## src/rtl/v15_peak_detector.sv

```systemverilog
// v15_peak_detector: threshold-crossing pulse detector reporting peak amplitude, peak time and width.
// Optional macro V15_PILEUP_REJECT_EN: a re-crossing during holdoff discards the pulse and counts pile-up.
module v15_peak_detector #(
    parameter int unsigned DATA_W    = 16,
    parameter int unsigned TS_W      = 32,
    parameter int unsigned HOLDOFF   = 8,
    parameter int unsigned MIN_WIDTH = 4,
    parameter int unsigned CNT_W     = 16
) (
    input  logic              clk,
    input  logic              reset,
    input  logic [DATA_W-1:0] filter_data,
    input  logic [DATA_W-1:0] threshold,
    input  logic              enable,
    output logic              peak_valid,
    input  logic              peak_ready,
    output logic [DATA_W-1:0] peak_amp,
    output logic [TS_W-1:0]   peak_time,
    output logic [CNT_W-1:0]  peak_width,
    output logic [CNT_W-1:0]  lost_count,
    output logic              busy
`ifdef V15_PILEUP_REJECT_EN
    ,
    output logic [CNT_W-1:0]  pileup_count
`endif
);

    localparam logic [7:0]       HOLDOFF_C = 8'(HOLDOFF);
    localparam logic [CNT_W-1:0] MIN_W_C   = CNT_W'(MIN_WIDTH);
    localparam logic [CNT_W-1:0] ONE_W     = CNT_W'(1);

    typedef enum logic [1:0] {
        ST_IDLE,
        ST_ABOVE,
        ST_HOLD
    } state_t;

    state_t            state;
    logic [DATA_W-1:0] s_q;
    logic [DATA_W-1:0] max_q;
    logic [TS_W-1:0]   ts;
    logic [TS_W-1:0]   tmax_q;
    logic [CNT_W-1:0]  width_q;
    logic [7:0]        below_cnt;

    logic              above;
    logic              close_pulse;
    logic              emit;
    logic [CNT_W-1:0]  width_inc;
    logic [7:0]        below_inc;

    always_ff @(posedge clk or negedge reset) begin
        if (!reset) begin
            s_q <= '0;
            ts  <= '0;
        end else begin
            s_q <= filter_data;
            ts  <= ts + 1'b1;
        end
    end

    // Close is decided on the evaluated sample so the result register loads on the same edge.
    always_comb begin
        above       = s_q > threshold;
        width_inc   = (width_q == '1) ? width_q : width_q + 1'b1;
        below_inc   = below_cnt + 8'd1;
        close_pulse = 1'b0;
        if (enable && !above) begin
            if (state == ST_ABOVE) begin
                close_pulse = (HOLDOFF_C == 8'd1);
            end else if (state == ST_HOLD) begin
                close_pulse = (below_inc == HOLDOFF_C);
            end
        end
        emit = close_pulse && (width_q >= MIN_W_C);
    end

    always_ff @(posedge clk or negedge reset) begin
        if (!reset) begin
            state     <= ST_IDLE;
            max_q     <= '0;
            tmax_q    <= '0;
            width_q   <= '0;
            below_cnt <= '0;
            busy      <= 1'b0;
        end else if (!enable) begin
            state <= ST_IDLE;
            busy  <= 1'b0;
        end else begin
            case (state)
                ST_IDLE: begin
                    if (above) begin
                        state     <= ST_ABOVE;
                        max_q     <= s_q;
                        tmax_q    <= ts;
                        width_q   <= ONE_W;
                        below_cnt <= '0;
                        busy      <= 1'b1;
                    end
                end
                ST_ABOVE: begin
                    if (above) begin
                        width_q <= width_inc;
                        if (s_q > max_q) begin
                            max_q  <= s_q;
                            tmax_q <= ts;
                        end
                    end else if (close_pulse) begin
                        state <= ST_IDLE;
                        busy  <= 1'b0;
                    end else begin
                        state     <= ST_HOLD;
                        below_cnt <= 8'd1;
                    end
                end
                ST_HOLD: begin
                    if (!above) begin
                        if (close_pulse) begin
                            state <= ST_IDLE;
                            busy  <= 1'b0;
                        end else begin
                            below_cnt <= below_inc;
                        end
                    end else begin
`ifdef V15_PILEUP_REJECT_EN
                        state     <= ST_ABOVE;
                        max_q     <= s_q;
                        tmax_q    <= ts;
                        width_q   <= ONE_W;
                        below_cnt <= '0;
`else
                        state     <= ST_ABOVE;
                        width_q   <= width_inc;
                        below_cnt <= '0;
                        if (s_q > max_q) begin
                            max_q  <= s_q;
                            tmax_q <= ts;
                        end
`endif
                    end
                end
                default: begin
                    state <= ST_IDLE;
                    busy  <= 1'b0;
                end
            endcase
        end
    end

`ifdef V15_PILEUP_REJECT_EN
    always_ff @(posedge clk or negedge reset) begin
        if (!reset) begin
            pileup_count <= '0;
        end else if (enable && state == ST_HOLD && above && pileup_count != '1) begin
            pileup_count <= pileup_count + 1'b1;
        end
    end
`endif

    // A full register that is read in the emit cycle reloads without a bubble.
    always_ff @(posedge clk or negedge reset) begin
        if (!reset) begin
            peak_valid <= 1'b0;
            peak_amp   <= '0;
            peak_time  <= '0;
            peak_width <= '0;
            lost_count <= '0;
        end else if (emit) begin
            if (!peak_valid || peak_ready) begin
                peak_valid <= 1'b1;
                peak_amp   <= max_q;
                peak_time  <= tmax_q;
                peak_width <= width_q;
            end else if (lost_count != '1) begin
                lost_count <= lost_count + 1'b1;
            end
        end else if (peak_valid && peak_ready) begin
            peak_valid <= 1'b0;
        end
    end

endmodule

```

## config.mk

```make
export PLATFORM = sky130hd
export DESIGN_NAME = v15_peak_detector
export DESIGN_NICKNAME = d
export VERILOG_FILES = /design/src/rtl/v15_peak_detector.sv
export SDC_FILE = /design/constraint.sdc
export NUM_CORES = 1
export LEC_CHECK = 0
export CAP_MARGIN = 20
export CORE_ASPECT_RATIO = 1.4
export CORE_MARGIN = 2
export CORE_UTILIZATION = 49
export CTS_BUF_LIST = sky130_fd_sc_hd__clkbuf_16
export DETAILED_ROUTE_END_ITERATION = 12
export PLACE_DENSITY = 0.79
export SLEW_MARGIN = 20
export SYNTH_ARGS = -nofsm -noshare
export SYNTH_HDL_FRONTEND = slang
export SYNTH_SLANG_ARGS = --single-unit
```

## constraint.sdc

```tcl
create_clock -name clk -period 3.9 [get_ports clk]
set_input_delay 0.78 -clock clk [delete_from_list [all_inputs] [get_ports clk]]
set_output_delay 0.78 -clock clk [all_outputs]
set_load 0.03 [all_outputs]
```

==> results of run 1 <==
cell type report:
class	count	area share, %
Sequential cell	204	44.6
Multi-Input combinational cell	494	32.1
Timing Repair Buffer	140	12.5
Clock buffer	23	5.03
Tap cell	240	2.62
Clock inverter	17	1.61
Inverter	45	1.48
worst paths after layout:
kind,start,endpoint,depth (start not counted)
hold reg to reg,ts[31],ts[31],1
max in group asynchronous,reset,peak_time[28],2
setup reg to reg,s_q[15],width_q[15],9
setup / recovery,threshold[10],width_q[15],11
hold / removal,reset,peak_amp[10],1
min in group clk,ts[31],ts[31],1
layout by cell type (no fill, tap or decap), types with 14 or more instances in the layout:
master           synthesis  layout
dfrtp_1                204     204
clkdlybuf4s50_1          0     116
mux2_2                  98      98
nand2_1                 67      67
nor2_1                  49      49
inv_1                   45      46
ha_1                    43      43
o21ai_0                 36      36
xnor2_1                 31      31
nand3_1                 27      27
clkbuf_16                0      23
xor2_1                  22      22
nand4_1                 20      20
a21oi_1                 19      19
buf_4                    0      16
and3_1                  14      14
worst max-delay path, cell delays in order:
cell and delay, ns:
clkdlybuf4s50_1 0.45, inv_1 0.04, ha_1 0.29, nand4_1 0.16
or4_1 0.55, a21o_1 0.18, nand3_2 0.11, o2111ai_4 0.14
or4_1 0.66, or3_1 0.40, a21oi_1 0.15
stage by stage:
| stage | cells | setup slack (ns) | utilization (%) |
|---|---|---|---|
| 6_report | 1163 | 0.393 | 63.6 |
| 3_5_place_dp | 1123 | -0.123 | 59.4 |
| 4_1_cts | 1163 | 0.383 | 63.6 |
| 2_1_floorplan | 762 | 0.493 | - |
| 5_1_grt | 1163 | 0.219 | 63.6 |
| 3_3_place_gp | 1123 | -0.0260 | 59.4 |
cell usage after synthesis (all sizes together), types with 2 or more instances:
master   instances  area (um^2)
a211oi           2         15.0
a21o             5         37.5
a21oi           19         95.1
a22o             5         43.8
and3            14         87.6
and4             2         17.5
buf              8         40.0
clkbuf          11         42.5
dfrtp          204         5100
ha              43          538
inv             45          169
mux2            98         1100
nand2           67          251
nand2b           8         50.1
nand3           28          145
nand4           20          125
nor2            49          184
nor2b            7         43.8
nor3             6         30.0
nor4             5         31.3
o2111ai          2         35.0
o211ai           3         22.5
o21ai           36          180
or2              2         12.5
or3              5         31.3
or4              2         15.0
or4b             2         20.0
xnor2           31          272
xor2            22          193
cells by family (layout without fill, tap and decap cells):
kind of cell | count (synthesis) | after routing | share of synthesized area [%]
flip-flops | 204 | 204 | 56.6
adder cells (fa/ha/maj) | 43 | 43 | 5.96
multiplexers | 98 | 98 | 12.2
buffers and inverters | 64 | 225 | 2.79
XOR/XNOR | 53 | 53 | 5.14
AND/OR/NAND/NOR | 221 | 221 | 11.9
AO/OA/AOI/OAI | 79 | 79 | 5.39
sequential cells by signal (all words and copies together) (netlist names):
name,cells
peak_valid,1
s_q,16
below_cnt,8
peak_amp,16
tmax_q,32
state,2
peak_time,32
busy,1
max_q,16
width_q,16
peak_width,16
ts,32
lost_count,16
per-layer routing:
metal | track usage, % | share of wire, %
met1 | 23.2 | 42
met4 | 4.87 | 2.0
met3 | 3.45 | 5.4
met5 | 0 | 0
met2 | 34.4 | 51
power by group through the flow:
stage          combinational, mW  sequential [mW]  clock, mW
2_1_floorplan              0.498             2.39          0
3_3_place_gp               0.716             2.42          0
3_5_place_dp               0.744             2.42          0
4_1_cts                    0.752             2.39       2.22
5_1_grt                    0.838             2.41       2.31
6_report                   0.744             2.39       2.18
==> metrics.md, run 1 <==
| Metric | Value |
|---|---|
| Crit path DAT | 3.92 ns |
| CP Launch Type | primary input |
| CP Class | primary input to flop |
| Number of flops mapped to enable cells by yosys | 0 |
| Worst hold slack | about 0.35 ns |
| Core box area | between 15,000 and 20,000 um^2 |
| Initial antenna violation count | 0 |
| Post-synth top flop | dfrtp_1 |
| Sequential Power Share | 45.0% |
| Post_cts resized | 0 |
| Internal reg-to-reg setup slack | 0.74 ns |
| Via density per instance | 5.23 |
| DRT Pass-1 Iters | 4 |
| Internal Power | 3.96 mW |
| P per Cell Area | ~460 nW/um^2 |
| GRT Util Overall | a little under a fifth |
| Die W | 119 um |
| Fin Setup TNS | 0 ns |
| Placed cell area | approximately 11,000 um^2 |
| Unrepaired setup endpoints after global routing | false |
| First-pass GRT wire length | 30,400 um |
| Final hold viol count | 0 |
| Mapped cell area | roughly 9000 um^2 |
| Worst hold path type | primary input to asynchronous set/reset pin |
| Starting DRT DRC Count | 254 |
| Post-CTS Setup Inserts | 0 |
| CTS tree | done |
| Design area | 11,400 um^2 |
| CTS clk-pin slew, worst paths | 0.06 ns |
| Gate power share | 14.0% |
| Port bufs | 117 |
| Remaining antenna violation count | 0 |
| Initial Util | 50.1% |
| DP Wirelength | 12,800 um |
| Leak Pwr | 5.43 nW |
| Post-CTS Hold Buffers | 0 |
| Ys Warns | 0 |
| Slew Viols, Final | 0 |
| Outcome | finished, final reports clean |
| Sequential share of the synthesized area | between 50% and 60% |
| Final clock skew | 0.0162 ns |
| Critical Path RT | 4.31 ns |
| Post-synthesis register bit count | 204 |
| Clock power frac | 41.0% |
| Total vias in the final route | 6,083 |
| Register area | between 5000 and 6000 um^2 |
| N_diodes | 0 |
| GRT overflow | 0 |
| Syn Nets | 841 |
| H-tree lvl count | 1 |
| Vias in the first global route | between 6,000 and 7,000 |
| Routed len/inst | about 16 um |
| Total CTS buffers | 22 |
| CTS max path bufs | 3 |
| Post-Synthesis Cells | 762 |
| I/O pin count | 118 |
| # nets final | 986 |
| Sw Share | about a quarter |
| # DRC | 0 |
| Final Power | about 5.3 mW |
| Multi-input logic area | 3680 um^2 |
| Slew @ Worst Pin | ~0.9 ns |
| Psw | 1.35 mW |
| Crit Path Max Fanout | 8 |
| Fill count | ~1,400 |
| Final GP Congestion | 0.851 |
| Syn-to-layout area delta | 26.9% |
| Routed wire length | between 15,000 and 20,000 um |
| Die Ht | ~160 um |
| Crit path time final | 3.51 ns |
| F_max | between 200 and 300 MHz |
| Clock Latency Late Sink | 0.50 ns |
| Async set-reset flop share out of synthesis | 100% |
| Rel. slew slack | 40.5% |
| Mean post-synth cell area | 11.8 um^2 |
| Die ar. | 19,500 um^2 |
| Largest net degree at the start of global routing | 110 |
| Synth unique cells | 43 |
| Root Buffer Master | clkbuf_16 |
| Maximum vdd drop | 0.280 mV |
| Final worst-path cycle share | between 80 and 90% |
| Share of layout cells above drive strength 1 | 18.0% |
| # rows | slightly below 60 |
| Clk sinks | 204 |
| CP Capture Type | flop |
| Final setup violation count | 0 |
| MaxCap Viol Count | 0 |
Power figures use the tool's default switching activity.
==> run 2: changes to the inputs <==
--- a/config.mk
+++ b/config.mk
@@ -11,7 +11,8 @@
 export CORE_UTILIZATION = 49
 export CTS_BUF_LIST = sky130_fd_sc_hd__clkbuf_16
 export DETAILED_ROUTE_END_ITERATION = 12
-export PLACE_DENSITY = 0.79
+export PLACE_DENSITY = 0.82
+export SETUP_SLACK_MARGIN = 0.1
 export SLEW_MARGIN = 20
 export SYNTH_ARGS = -nofsm -noshare
 export SYNTH_HDL_FRONTEND = slang
==> metrics.md, run 2 (synthesized netlist as in run 1, its figures left out) <==
| Metric | Value |
|---|---|
| Total CTS buffers | 21 (-4.5%) |
| Routed len/inst | 15.6 um (-0.78%) |
| Worst hold path type | primary input to asynchronous set/reset pin |
| Via density per instance | 5.26 (+0.58%) |
| Largest net degree at the start of global routing | 110 (unchanged) |
| Remaining antenna violation count | 0 (unchanged) |
| CTS max path bufs | 3 (unchanged) |
| Outcome | finished, final reports clean |
| GRT overflow | 0 (unchanged) |
| Final WS setup | 0.374 ns (-0.0184 ns) |
| N_diodes | 0 (unchanged) |
| Clk sinks | 204 (unchanged) |
| Unrepaired setup endpoints after global routing | false |
| Design area | 11,300 um^2 (-1.6%) |
| Multi-input logic area | 3680 um^2 (unchanged) |
| Sw Share | 25.9% (+0.51 points) |
| Total vias in the final route | 6,087 (+0.066%) |
| I/O pin count | 118 (unchanged) |
| Post_cts resized | 0 (unchanged) |
| GRT Util Overall | 19.1% (+0.18 points) |
| Critical Path RT | 4.31 ns (about the same) |
| Vias in the first global route | 6,156 (-1.8%) |
| Crit path time final | 3.53 ns (+0.0184 ns) |
| Most frequent cells in the layout | dfrtp_1, clkdlybuf4s50_1, mux2_2, nand2_1, inv_1 |
| Worst reg2reg startpoint | s_q[15] |
| Routed wire length | 18,000 um (-1.3%) |
| Initial antenna violation count | 0 (unchanged) |
| RR Endpoint | width_q[15] |
| Post-CTS Setup Inserts | 0 (unchanged) |
| Share of layout cells above drive strength 1 | 16.6% (-1.4 points) |
| Placed cell area | 10,700 um^2 (unchanged) |
| # nets final | 985 (-0.10%) |
| Setup WS pre-CTS | -0.168 ns (-0.0454 ns) |
| Fill count | 1,447 (+1.8%) |
| Die ar. | 19,500 um^2 (unchanged) |
| Root Buffer Master | clkbuf_16 |
| Sequential Power Share | 49.2% (+4.2 points) |
| CTS clk-pin slew, worst paths | 0.06 ns (about the same) |
| Clock power frac | 35.5% (-5.5 points) |
| Leak Pwr | 5.35 nW (-1.4%) |
| Die W | 119 um (unchanged) |
| DP Wirelength | 12,800 um (about the same) |
| Largest registers | peak_time x32, tmax_q x32, ts x32 |
| CP Class | primary input to flop |
| Final GP Congestion | 0.832 (-2.2%) |
| Final worst-path cycle share | 90.4% (+0.47 points) |
| CP Capture Type | flop |
| MaxCap Viol Count | 0 (unchanged) |
| First-pass GRT wire length | 30,700 um (+1.0%) |
| # rows | 58 (unchanged) |
| F_max | 284 MHz (-0.52%) |
| Slew Viols, Final | 0 (unchanged) |
| H-tree lvl count | 1 (unchanged) |
| Gate power share | 15.3% (+1.3 points) |
| Rel. slew slack | 41.3% (+0.82 points) |
| Final setup violation count | 0 (unchanged) |
| Register area | 5100 um^2 (unchanged) |
| Die Ht | 165 um (unchanged) |
| Initial Util | 50.1% (unchanged) |
| Final hold viol count | 0 (unchanged) |
| DRT Pass-1 Iters | 4 (unchanged) |
| Internal Power | 3.59 mW (-9.3%) |
| Final clock skew | 0.0100 ns (-0.00623 ns) |
| Slew @ Worst Pin | 0.880 ns (-0.0123 ns) |
| Syn-to-layout area delta | 24.9% |
| R2R depth | 9 (unchanged) |
| Post-CTS Hold Buffers | 0 (unchanged) |
| # DRC | 0 (unchanged) |
| Port bufs | 117 (unchanged) |
| Internal reg-to-reg setup slack | 0.73 ns (about the same) |
| P per Cell Area | 430 nW/um^2 (-7.3%) |
| Psw | 1.26 mW (-6.9%) |
| Maximum vdd drop | 0.313 mV (+12%) |
| CP Launch Type | primary input |
| CTS tree | done |
| Crit Path Max Fanout | 9 (+1) |
| Crit path DAT | 3.94 ns (+0.02 ns) |
| Starting DRT DRC Count | 302 (+19%) |
| Core box area | 18,000 um^2 (unchanged) |
| Commonest non-fill, non-tap cell in the layout | dfrtp_1 |
| Clock Latency Late Sink | 0.48 ns (-0.02 ns) |
run 2: cell count changes in the layout (fill, tap and decap cells not counted), sizes merged:
cell and change:
inv +7, clkinvlp +1, clkinv -8, bufinv -4, clkbuf -2
run 2: final cells by class:
cell class,count,share of cell area [%]
Timing Repair Buffer,140,12.7
Clock buffer,21,4.66
Multi-Input combinational cell,494,32.7
Inverter,45,1.50
Clock inverter,13,0.466
Sequential cell,204,45.3
Tap cell,240,2.66
run 2: critical path: stages:
cell             delay [ns]
clkdlybuf4s50_1        0.46
inv_1                  0.04
ha_1                   0.29
nand4_1                0.15
or4_1                  0.58
a21o_1                 0.18
nand3_2                0.12
o2111ai_4              0.13
or4_1                  0.66
or3_1                  0.39
a21oi_1                0.14
run 2: through the flow:
step	cells	util [%]	TNS, ns	hold WS [ns]	power (mW)
after floorplan	762	-	0	0.436	2.89
after global placement	1123	59.4	-0.102	0.451	3.12
after detailed placement	1123	59.4	-3.38	0.457	3.16
after CTS	1157	62.6	0	0.462	4.90
after global routing	1157	62.6	0	0.484	5.12
final	1157	62.6	0	0.422	4.84
run 2: metal layers:
metal	share of wire, %	track usage, %	vias to the layer above	routed length (um)
li1	-	-	2908	-
met1	42	24.4	2999	7600
met2	50	33.1	148	9040
met3	5.6	3.63	32	1000
met4	2.1	5.68	0	371
met5	0	0	-	0
run 2: power groups by stage:
stage | sequential [mW] | combinational (mW) | clock, mW
6_report | 2.38 | 0.739 | 1.72
5_1_grt | 2.41 | 0.838 | 1.87
4_1_cts | 2.38 | 0.748 | 1.77
3_5_place_dp | 2.42 | 0.736 | 0
3_3_place_gp | 2.41 | 0.707 | 0
2_1_floorplan | 2.39 | 0.498 | 0
run 2: worst max-delay path by stage:
| stage | start | end | slack, ns |
|---|---|---|---|
| final | threshold[13] | width_q[15] | 0.37 |
| after global routing | threshold[13] | width_q[13] | 0.21 |
| after CTS | threshold[13] | width_q[15] | 0.35 |
| after detailed placement | threshold[13] | width_q[15] | -0.17 |
| after global placement | threshold[11] | width_q[15] | -0.05 |
| after floorplan | threshold[14] | max_q[0] | 0.49 |
==> run 3: changes to the inputs <==
--- a/config.mk
+++ b/config.mk
@@ -11,9 +11,9 @@
 export CORE_UTILIZATION = 49
 export CTS_BUF_LIST = sky130_fd_sc_hd__clkbuf_16
 export DETAILED_ROUTE_END_ITERATION = 12
-export PLACE_DENSITY = 0.82
+export PLACE_DENSITY_LB_ADDON = 0.12
+export RECOVER_POWER = 100
 export SETUP_SLACK_MARGIN = 0.1
-export SLEW_MARGIN = 20
 export SYNTH_ARGS = -nofsm -noshare
 export SYNTH_HDL_FRONTEND = slang
 export SYNTH_SLANG_ARGS = --single-unit
==> metrics.md, run 3 (synthesized netlist as in run 1, its figures left out) <==
| Metric | Value |
|---|---|
| Outcome | complete, but fails checks |
| Violated checks | capacitance limit, slew limit |
| Final WS setup | 0.337 ns (-0.0369 ns) |
| Worst path slowest cell | or4_1 |
| CTS tree | done |
| Largest net degree at the start of global routing | 104 (-5.5%) |
| Routed wire length | 18,900 um (+4.7%) |
| Crit Path Max Fanout | 9 (unchanged) |
| Delay-heaviest family, CP | buffers and inverters |
| Min-delay src | peak_amp[11] |
| Via density per instance | 5.25 (-0.21%) |
| F_max | 281 MHz (-1.0%) |
| # nets final | 986 (+0.10%) |
| First-pass GRT wire length | 32,400 um (+5.4%) |
| CP bufs+invs | 4 (+2) |
| Post-CTS Hold Buffers | 0 (unchanged) |
| Clock Latency Late Sink | 0.50 ns (+0.02 ns) |
| Post-CTS Setup Inserts | 0 (unchanged) |
| GRT overflow | 0 (unchanged) |
| Unrepaired setup endpoints after global routing | false |
| Most frequent cells in the layout | dfrtp_1, dlygate4sd3_1, mux2_2, nand2_1, nor2_1 |
| Syn-to-layout area delta | 24.9% (about the same) |
| Remaining antenna violation count | 0 (unchanged) |
| CP Launch Type | primary input |
| Clk sinks | 204 (unchanged) |
| DRT Pass-1 Iters | 4 (unchanged) |
| Starting DRT DRC Count | 315 (+4.3%) |
| Critical Path RT | 4.28 ns (-0.03 ns) |
| CP Capture Type | flop |
| Hold path cells | 2 |
| Post_cts resized | 0 (unchanged) |
| Slew @ Worst Pin | 2.48 ns (+1.60 ns) |
| Leak Pwr | 5.62 nW (+5.0%) |
| Final Power | 5.10 mW (+5.3%) |
| Commonest non-fill, non-tap cell in the layout | dfrtp_1 |
| Maximum vdd drop | 0.308 mV (-1.4%) |
| Final setup violation count | 0 (unchanged) |
| Core box area | 18,000 um^2 (unchanged) |
| Setup WS pre-CTS | -0.115 ns (+0.0538 ns) |
| Die Ht | 165 um (unchanged) |
| # rows | 58 (unchanged) |
| Total CTS buffers | 21 (unchanged) |
| Die ar. | 19,500 um^2 (unchanged) |
| Final clock skew | 0.0108 ns (+0.000799 ns) |
| RR Endpoint | max_q[14] |
| Slowest stage delay, CP | 0.56 ns (-0.10 ns) |
| CTS max path bufs | 3 (unchanged) |
| Vias in the first global route | 6,534 (+6.1%) |
| Final hold viol count | 0 (unchanged) |
| Initial antenna violation count | 2 (+2) |
| Worst hold path type | flop to flop |
| MaxCap Viol Count | 1 (+1) |
| Largest registers | peak_time x32, tmax_q x32, ts x32 |
| Crit path DAT | 3.94 ns (about the same) |
| GRT Util Overall | 20.2% (+1.1 points) |
| Initial Util | 50.1% (unchanged) |
| Port bufs | 117 (unchanged) |
| Final GP Congestion | 0.861 (+3.6%) |
| Root Buffer Master | clkbuf_16 |
| # DRC | 0 (unchanged) |
| P per Cell Area | 453 nW/um^2 (+5.3%) |
| Critical-path cell list | dlygate4sd3_1 > inv_1 > ha_1 > nand4_1 > or4_1 > a21o_1 > nand3_2 > o2111ai_1 > buf_4 > a211oi_2 > clkbuf_2 > mux2_2 |
| CP Class | primary input to flop |
| Fin Setup TNS | 0 ns (unchanged) |
| Internal reg-to-reg setup slack | 0.73 ns (about the same) |
| Die W | 119 um (unchanged) |
| CTS clk-pin slew, worst paths | 0.06 ns (about the same) |
| R2R depth | 10 (+1) |
| Final worst-path cycle share | 91.4% (+0.95 points) |
| H-tree lvl count | 1 (unchanged) |
| Crit path time final | 3.56 ns (+0.0369 ns) |
| Hold endpoint | peak_amp[11] |
| Total vias in the final route | 6,106 (+0.31%) |
| Worst hold slack | 0.473 ns (+0.0516 ns) |
| Routed len/inst | 16.2 um (+4.1%) |
| Rel. slew slack | -65.4% (-110 points) |
| Share of layout cells above drive strength 1 | 17.0% (+0.45 points) |
| I/O pin count | 118 (unchanged) |
| DP Wirelength | 13,400 um (+4.6%) |
| Worst reg2reg startpoint | s_q[11] |
| Slew Viols, Final | 104 (+104) |
==> run 3: cell types whose count changed in the layout (fill, tap and decap cells not counted), moves of 4 or more <==
cell             delta
clkdlybuf4s50_1    -99
clkbuf_1            +6
dlygate4sd3_1      +99
clkinv_2            +6
clkbuf_2            +4
buf_4               -6
buf_12              -4
inv_1               -8
==> run 3: layer usage <==
metal | global-route usage (%) | vias up | wire (um)
li1 | - | 2918 | -
met1 | 24.3 | 3033 | 7630
met2 | 36.5 | 124 | 9930
met3 | 4.25 | 29 | 909
met4 | 6.28 | 2 | 363
met5 | 0 | - | 13
==> run 3: final cells by class <==
class                      count  area [um^2]
antenna                        1         2.50
clock buffer                  21          526
clock inverter                17          158
fill                        1495         6730
inverter                      45          169
multi-input combinational    494         3660
sequential                   204         5100
tap                          240          300
timing repair buffer         141         1350
==> run 3: per-stage QoR <==
step / util, % / instance area [um^2] / std cells
6_report: 62.6 / 11300 / 1163
2_1_floorplan: - / 9020 / 762
5_1_grt: 62.6 / 11300 / 1162
4_1_cts: 63.0 / 11300 / 1162
3_3_place_gp: 59.2 / 10700 / 1124
3_5_place_dp: 59.2 / 10700 / 1124
==> run 3: report_power, final <==
| part | internal [mW] | switching [mW] | total, mW |
|---|---|---|---|
| Sequential | 2.27 | 0.123 | 2.39 |
| Clock | 1.13 | 0.847 | 1.98 |
| Combinational | 0.335 | 0.394 | 0.729 |
| Total | 3.74 | 1.36 | 5.10 |
==> run 3: worst max path at each step <==
stage                   from  cells after the start          end
2_1_floorplan  threshold[14]                     11     max_q[0]
3_3_place_gp   threshold[11]                     11  width_q[15]
3_5_place_dp   threshold[10]                     11  width_q[15]
4_1_cts        threshold[10]                     11  width_q[15]
5_1_grt        threshold[13]                     12   tmax_q[16]
6_report       threshold[13]                     12    max_q[14]
==> run 3: tightest hold or removal path, delay by kind of cell (launching register included) <==
kind,cells,cell delay (ns)
AO/OA/AOI/OAI,1,0.06
AND/OR/NAND/NOR,1,0.04
flip-flops,1,0.34
